==> config.mk <==
export PLATFORM = sky130hd
export DESIGN_NAME = serial_magnitude_comparator
export DESIGN_NICKNAME = d
export VERILOG_FILES = /design/src/rtl/serial_cmp_pkg.sv /design/src/rtl/cmp_bit_slice.sv /design/src/rtl/serial_magnitude_comparator.sv
export SDC_FILE = /design/constraint.sdc
export NUM_CORES = 1
export LEC_CHECK = 0
export BUFFER_PORTS_ARGS = -buffer_cell sky130_fd_sc_hd__buf_4
export CAP_MARGIN = 30
export CORE_MARGIN = 2
export CORE_UTILIZATION = 57
export DETAILED_ROUTE_END_ITERATION = 8
export GPL_ROUTABILITY_DRIVEN = 0
export PLACE_DENSITY = 0.78
export SLEW_MARGIN = 20
export SYNTH_ARGS = -nofsm -noshare
export SYNTH_HDL_FRONTEND = slang
export SYNTH_HIERARCHICAL = 1
export SYNTH_SLANG_ARGS = --single-unit
==> constraint.sdc <==
create_clock -name clk -period 2.3 [get_ports clk]
set_clock_uncertainty 0.15 [all_clocks]
set_input_delay 0.345 -clock clk [delete_from_list [all_inputs] [get_ports clk]]
set_output_delay 0.345 -clock clk [all_outputs]
set_load 0.02 [all_outputs]
==> src/rtl/serial_cmp_pkg.sv <==
// Shared types for the serial magnitude comparator: FSM state encoding and
// the three-flag cascade state carried from one bit step to the next.
package serial_cmp_pkg;

    typedef enum logic [1:0] {
        IDLE  = 2'd0,
        SHIFT = 2'd1,
        DONE  = 2'd2
    } state_t;

    typedef struct packed {
        logic e;
        logic l;
        logic g;
    } cascade_t;

endpackage

==> src/rtl/cmp_bit_slice.sv <==
// One-bit magnitude cascade step: once a decision (l or g) exists it sticks,
// otherwise the current bit pair decides or equality carries through.
module cmp_bit_slice (
    input  logic a,
    input  logic b,
    input  logic e_in,
    input  logic l_in,
    input  logic g_in,
    output logic e_out,
    output logic l_out,
    output logic g_out
);

    // Cascade rule for a single bit pair
    always_comb begin
        e_out = e_in;
        l_out = l_in;
        g_out = g_in;
        if (l_in || g_in) begin
            e_out = 1'b0;
        end else if (a && !b) begin
            g_out = 1'b1;
            e_out = 1'b0;
        end else if (!a && b) begin
            l_out = 1'b1;
            e_out = 1'b0;
        end else begin
            e_out = e_in;
        end
    end

endmodule

==> src/rtl/serial_magnitude_comparator.sv <==
// Bit-serial MSB-first magnitude comparator; one bit pair per SHIFT cycle
// through a single reused bit slice, result flags registered on entry to DONE.
module serial_magnitude_comparator
    import serial_cmp_pkg::*;
#(
    parameter int WIDTH      = 8,
    parameter int SIGNED     = 0,
    parameter int EARLY_EXIT = 0
) (
    input  logic             clk,
    input  logic             rst,
    input  logic             start,
    input  logic [WIDTH-1:0] a,
    input  logic [WIDTH-1:0] b,
    output logic             busy,
    output logic             done,
    output logic             eq,
    output logic             lt,
    output logic             gt
);

    localparam int IDX_W = $clog2(WIDTH);

    state_t           state_r;
    state_t           state_nxt_s;
    logic [WIDTH-1:0] a_sh_r;
    logic [WIDTH-1:0] b_sh_r;
    logic [IDX_W-1:0] idx_r;
    cascade_t         cas_r;
    cascade_t         cas_nxt_s;
    logic             accept_s;
    logic             msb_s;
    logic             a_bit_s;
    logic             b_bit_s;
    logic             busy_r;
    logic             done_r;
    logic             eq_r;
    logic             lt_r;
    logic             gt_r;

    // Bit selection; in signed mode the sign bit is compared with swapped sense
    always_comb begin
        accept_s = start && (state_r != SHIFT);
        msb_s    = (idx_r == IDX_W'(WIDTH - 1));
        if ((SIGNED != 0) && msb_s) begin
            a_bit_s = b_sh_r[WIDTH-1];
            b_bit_s = a_sh_r[WIDTH-1];
        end else begin
            a_bit_s = a_sh_r[WIDTH-1];
            b_bit_s = b_sh_r[WIDTH-1];
        end
    end

    cmp_bit_slice u_slice (
        .a     (a_bit_s),
        .b     (b_bit_s),
        .e_in  (cas_r.e),
        .l_in  (cas_r.l),
        .g_in  (cas_r.g),
        .e_out (cas_nxt_s.e),
        .l_out (cas_nxt_s.l),
        .g_out (cas_nxt_s.g)
    );

    // Next-state logic
    always_comb begin
        state_nxt_s = state_r;
        case (state_r)
            IDLE: begin
                if (accept_s) state_nxt_s = SHIFT;
                else          state_nxt_s = IDLE;
            end
            SHIFT: begin
                if ((idx_r == '0) ||
                    ((EARLY_EXIT != 0) && (cas_nxt_s.l || cas_nxt_s.g)))
                    state_nxt_s = DONE;
                else
                    state_nxt_s = SHIFT;
            end
            DONE: begin
                if (accept_s) state_nxt_s = SHIFT;
                else          state_nxt_s = IDLE;
            end
            default: state_nxt_s = IDLE;
        endcase
    end

    // State, datapath and registered outputs
    always_ff @(posedge clk) begin
        if (rst) begin
            state_r <= IDLE;
            a_sh_r  <= '0;
            b_sh_r  <= '0;
            idx_r   <= '0;
            cas_r   <= '0;
            busy_r  <= 1'b0;
            done_r  <= 1'b0;
            eq_r    <= 1'b0;
            lt_r    <= 1'b0;
            gt_r    <= 1'b0;
        end else begin
            state_r <= state_nxt_s;
            busy_r  <= (state_nxt_s == SHIFT);
            done_r  <= (state_nxt_s == DONE);
            if (accept_s) begin
                a_sh_r <= a;
                b_sh_r <= b;
                cas_r  <= '{e: 1'b1, l: 1'b0, g: 1'b0};
                idx_r  <= IDX_W'(WIDTH - 1);
            end else if (state_r == SHIFT) begin
                a_sh_r <= {a_sh_r[WIDTH-2:0], 1'b0};
                b_sh_r <= {b_sh_r[WIDTH-2:0], 1'b0};
                cas_r  <= cas_nxt_s;
                idx_r  <= idx_r - IDX_W'(1);
            end else begin
                a_sh_r <= a_sh_r;
                b_sh_r <= b_sh_r;
                cas_r  <= cas_r;
                idx_r  <= idx_r;
            end
            if ((state_r == SHIFT) && (state_nxt_s == DONE)) begin
                eq_r <= cas_nxt_s.e;
                lt_r <= cas_nxt_s.l;
                gt_r <= cas_nxt_s.g;
            end else begin
                eq_r <= eq_r;
                lt_r <= lt_r;
                gt_r <= gt_r;
            end
        end
    end

    assign busy = busy_r;
    assign done = done_r;
    assign eq   = eq_r;
    assign lt   = lt_r;
    assign gt   = gt_r;

endmodule

# Word level (Yosys, flattened, before mapping)
# Index checks and enable logic that the tools add are counted.
# W data, S select, Z words.
[word_totals] reg_bits=29 inputBits=19 out_inout_bits=5 elab_cells=49
[op_classes] addsub=1 eq_ne=5 n_mux=19 n_reduce_logical=12
[op_table] operator="$mux W8" count=4
[op_table] operator="$mux W3" count=4
[op_table] operator="$mux W1" count=9
[op_table] operator="$eq A2 B1 Y1 const B" count=2
[op_table] operator="$eq A2 B2 Y1 const B" count=2
[op_table] operator="$logic_and A1 B1 Y1" count=4
[op_table] operator="$pmux W2 S2" count=1
[op_table] operator="$reduce_or A2 Y1" count=2
[op_table] operator="$logic_not A3 Y1" count=1
[op_table] operator="$sub A3 B1 Y3 const B" count=1
[op_table] operator="$logic_not A1 Y1" count=2
[op_table] operator="$logic_not A2 Y1" count=1
[op_table] operator="$mux W2" count=1
[op_table] operator="$ne A2 B1 Y1 const B" count=1
[op_table] operator="$reduce_bool A2 Y1" count=1
[op_table] operator="$logic_or A1 B1 Y1" count=1

# Longest topological paths before layout
[depth] word_depth=7 mapped_depth=6 ltp_nobuf=5

# Modules after synthesis
# Netlist, hierarchy kept.
[by_module_without_submodules] mod="serial_magnitude_comparator" n_inst=1 cells_per_inst=123 area_per_inst_um2=1214.9 seq_area_each_um2=580.6
[by_module_without_submodules] mod="cmp_bit_slice" n_inst=1 cells_per_inst=6 area_per_inst_um2=50.0 seq_area_each_um2=0.0

# Least setup slack after synthesis
# OpenSTA, ideal clock, no wires.
[synth_timing] path_kind="register to register" start="reg idx_r[0]" end="reg gt_r, in the netlist gt" setup_ns=0.128 arrival_time_ns=1.146 required_time_ns=2.022 slack_ns=0.876 path_stages_with_launch=7 n_path_buf=1 period_less_slack_ns=1.424 path_cell_list="dfxtp_1 inv_1 ha_1 nor4bb_1 buf_4 mux2i_1 nor2_1"
[synth_via] elab_chain_cells=5
[synth_lines] item="start, declared" line="serial_magnitude_comparator.sv:28" source="logic [IDX_W-1:0] idx_r;"
[synth_lines] item="start signal, assigned" line="serial_magnitude_comparator.sv:109" source="idx_r <= IDX_W'(WIDTH - 1);"
[synth_lines] item="start signal, assigned" line="serial_magnitude_comparator.sv:114" source="idx_r <= idx_r - IDX_W'(1);"
[synth_lines] item="start signal, assigned" line="serial_magnitude_comparator.sv:119" source="idx_r <= idx_r;"
[synth_lines] item="$logic_not A3 Y1" line="serial_magnitude_comparator.sv:74" source="if ((idx_r == '0) ||"
[synth_lines] item="$mux W2" line="serial_magnitude_comparator.sv:74"
[synth_lines] item="$pmux W2 S2" line="serial_magnitude_comparator.sv:68" source="case (state_r)"
[synth_lines] item="$eq A2 B2 Y1" line="serial_magnitude_comparator.sv:121" source="if ((state_r == SHIFT) && (state_nxt_s == DONE)) begin"
[synth_lines] item="$logic_and A1 B1 Y1" line="serial_magnitude_comparator.sv:121"
[synth_lines] item="end signal, assigned" line="serial_magnitude_comparator.sv:124" source="gt_r <= cas_nxt_s.g;"
[synth_lines] item="end signal, assigned" line="serial_magnitude_comparator.sv:128" source="gt_r <= gt_r;"
[synth_lines] item="end, declared" line="serial_magnitude_comparator.sv:39" source="logic gt_r;"
# No other way between the ends.
# A chain may end at the register's enable or synchronous reset.

# Worst setup path in the final report
[layout_timing] start="reg idx_r[0]" end="reg lt_r, in the netlist lt"
[layout_via] elab_chain_cells=5
[layout_lines] item="$logic_not A3 Y1" line="serial_magnitude_comparator.sv:74"
[layout_lines] item="$mux W2" line="serial_magnitude_comparator.sv:74"
[layout_lines] item="$pmux W2 S2" line="serial_magnitude_comparator.sv:68"
[layout_lines] item="$eq A2 B2 Y1" line="serial_magnitude_comparator.sv:121"
[layout_lines] item="$logic_and A1 B1 Y1" line="serial_magnitude_comparator.sv:121"
[layout_lines] item="end signal, assigned" line="serial_magnitude_comparator.sv:123" source="lt_r <= cas_nxt_s.l;"
[layout_lines] item="end signal, assigned" line="serial_magnitude_comparator.sv:127" source="lt_r <= lt_r;"
[layout_lines] item="end, declared" line="serial_magnitude_comparator.sv:38" source="logic lt_r;"
# No other way between the ends.

==> impl_results.md <==
- Most used flip-flop cell after synthesis: dfxtp_1
- Max Fanout on Critical Path: 5
- Flop pwr share: a little over half
- DRC: 0
- Hold Crit Class: input port to register
- Core footprint: around 0.0021 mm²
- Post-synth EDFFs: 0
- Initial core utilization: roughly three fifths
- Ratio of final minimum period to clock period: about two thirds
- Max-cap check violation count: 0
- Post-CTS setup buffers: 0
- Slew Limit Fails: 0
- Final nets: 170
- Hold Path Stages: 3
- H-tree depth: 2
- DPL Wire Length: 1.560 mm
- RSZ-0062 raised after global routing: false
- Avg Inst Size Synth: 9.806 µm²
- Comb pwr share: between 10% and 20%
- Post-DP Area: around 0.0014 mm²
- First-pass GRT wire length: between 4 and 5 mm
- DRT Pass-1 Iters: 4
- Net Switching: roughly 280 µW
- Fin. Hold Viols: 0
- Die area: roughly 0.0026 mm²
- Count of unique library cells instantiated by Yosys: 29
- Hold path startpoint: b[0]
- Reg-to-reg startpoint: idx_r[0]$_SDFFE_PP0P_
- P_int: roughly 770 µW
- FMAX: about 0.65 GHz
- Top Ports: 24
- Part of the power in the clock network: between 20% and 30%
- Cts hold-fix bufs: 0
- Register-to-Register Path Depth: 6
- Clk buf depth: 2
- Most frequent cells in the layout: dfxtp_1, buf_4, mux2i_1, nor2_1, a211oi_1
- Antenna violations before repair: 0
- Row cnt: 17
- Final ANT Viol Nets: 0
- Leak: 0.0006502 µW
- Num CTS Buffers: 5
- Pre-CTS setup slack: 768.0 ps
- Post-synth net total: 150
- Commonest non-fill, non-tap cell in the layout: dfxtp_1
- Fin crit period: 1535 ps
- IO Port Bufs: 23
- # diodes: 0
- Seq/Total Area, Yosys: between 40% and 50%
- WL final: roughly 2.4 mm
- Worst setup SP type: register
- Endpoint class of the critical path: register
- CTS tree: done
- Sink Count: 29
- Mapped Area: 0.001265 mm²
- Cell area after layout: around 0.0015 mm²
- Final setup TNS: 0 ps
- Ratio of cells with drive above 1 in the final layout: 22.82%
- Area grow syn2layout: 15.43%
- Largest net degree at the start of global routing: 33
- Skew-Pair Late Insertion Delay: ~330 ps
- Arrival time worst endpoint: about 1600 ps
- Worst Max-Slew Pin Slew: 588.5 ps
- Die height: 51.11 µm
- Kind of critical path: register to register
- Post-cts gate resize count: 0
- Total Routing Usage GR: roughly 22%
- CP required: around 2400 ps
- Hold EP: b_sh_r[0]$_SDFFE_PP0P_
- Yosys warns: 6
- DRT iter0 DRCs: 9
- Yosys reg bits: 29
- Final WS setup: 765.3 ps
- Die W: 51.11 µm
- WL/cell: between 10 and 15 µm
- Number of global-route vias before repair: 944
- Final core utilization: around two thirds
- PD cells: approximately 730 mW/mm²
- Sw frac: between 20% and 30%
- Synth Instances: about 130
- Via count: between 900 and 1000
- Ys async rst share: 0%
- Worst-path clk slew: 90 ps
- Endpoint of the worst register-to-register path: lt$_SDFFE_PP0P_
- Outcome: completed
- Maximum VDD drop: between 0.4 and 0.5 mV
- Clock root buffer: clkbuf_4
- Final setup fails: 0
- R2r setup slk: between 700 and 800 ps
- Hold Slack: roughly 150 ps
- Total global routing overflow: 0
- Slew headroom: roughly 60%
- Vias per cell: roughly 5.3
-- synthesized netlist by cell type (all sizes together), types with 2 or more instances --
| library cell | n | area share [%] |
|---|---|---|
| mux2i | 19 | 15 |
| nand3b | 2 | 1.2 |
| ha | 2 | 2.0 |
| nor2b | 2 | 0.99 |
| inv | 3 | 0.89 |
| a211oi | 16 | 9.5 |
| nor2 | 19 | 5.6 |
| nand2 | 2 | 0.59 |
| nand2b | 2 | 1.2 |
| dfxtp | 29 | 46 |
| buf | 9 | 5.3 |
| nor3 | 8 | 3.2 |
| a21oi | 4 | 1.6 |
| clkbuf | 2 | 0.59 |
-- power by group through the flow --
stage                     Combinational, µW  Sequential, µW  Clock [µW]
after floorplan                         131             582           0
after global placement                  168             582           0
after detailed placement                174             585           0
after CTS                               175             574         321
after global routing                    196             579         346
final                                   173             574         312
-- how the worst max path moves through the flow --
| stage | from | end | cells past startpoint |
|---|---|---|---|
| CTS | idx_r[0]$_SDFFE_PP0P_ | lt$_SDFFE_PP0P_ | 6 |
| global route | idx_r[0]$_SDFFE_PP0P_ | gt$_SDFFE_PP0P_ | 6 |
| floorplan | idx_r[0]$_SDFFE_PP0P_ | gt$_SDFFE_PP0P_ | 6 |
| detailed placement | idx_r[0]$_SDFFE_PP0P_ | lt$_SDFFE_PP0P_ | 6 |
| global placement | idx_r[0]$_SDFFE_PP0P_ | lt$_SDFFE_PP0P_ | 6 |
| finish | idx_r[0]$_SDFFE_PP0P_ | lt$_SDFFE_PP0P_ | 6 |
-- registers in the layout, summed over array words and instances, names as in the netlist, 2 cells and up --
name	count
a_sh_r	8
cas_r	3
state_r	2
idx_r	3
b_sh_r	8
-- through the flow --
stage / std cells / total power [µW]
after CTS: 177 / 1069
after floorplan: 129 / 713.0
final: 177 / 1059
after global routing: 177 / 1121
after detailed placement: 170 / 758.7
after global placement: 170 / 749.9
-- routing by layer --
layer,routed length (µm),vias to the layer above,global-route usage (%),part of all wire (%)
met1,1101,424,25.65,47
met5,0,-,0,0
met4,44,0,12.16,1.9
met2,1084,18,33.33,46
li1,-,492,-,-
met3,121,4,9.357,5.1
-- cells by family (layout without fill, tap and decap cells) --
logic type	after synthesis	in the layout	share of synthesized area, %
compound gates	22	22	12.17
xor+xnor	1	1	0.6925
fa+ha+maj	2	2	1.978
buf+inv	14	34	6.824
flops	29	29	45.90
mux	19	19	15.03
simple gates	42	42	17.41
-- cell type report --
class / instances / area [µm²]
sequential: 29 / 580.6
timing repair buffer: 24 / 180.2
fill: 176 / 688.2
multi-input combinational: 86 / 598.1
tap: 28 / 35.03
clock buffer: 7 / 55.05
inverter: 3 / 11.26
-- worst max-delay path, cell delays in order, from the launching register on --
cell,delay [ps]
dfxtp_1,330
inv_1,80
ha_1,170
nor4bb_1,260
buf_4,180
mux2i_1,180
nor2_1,60
(Power assumes the default switching activity.)
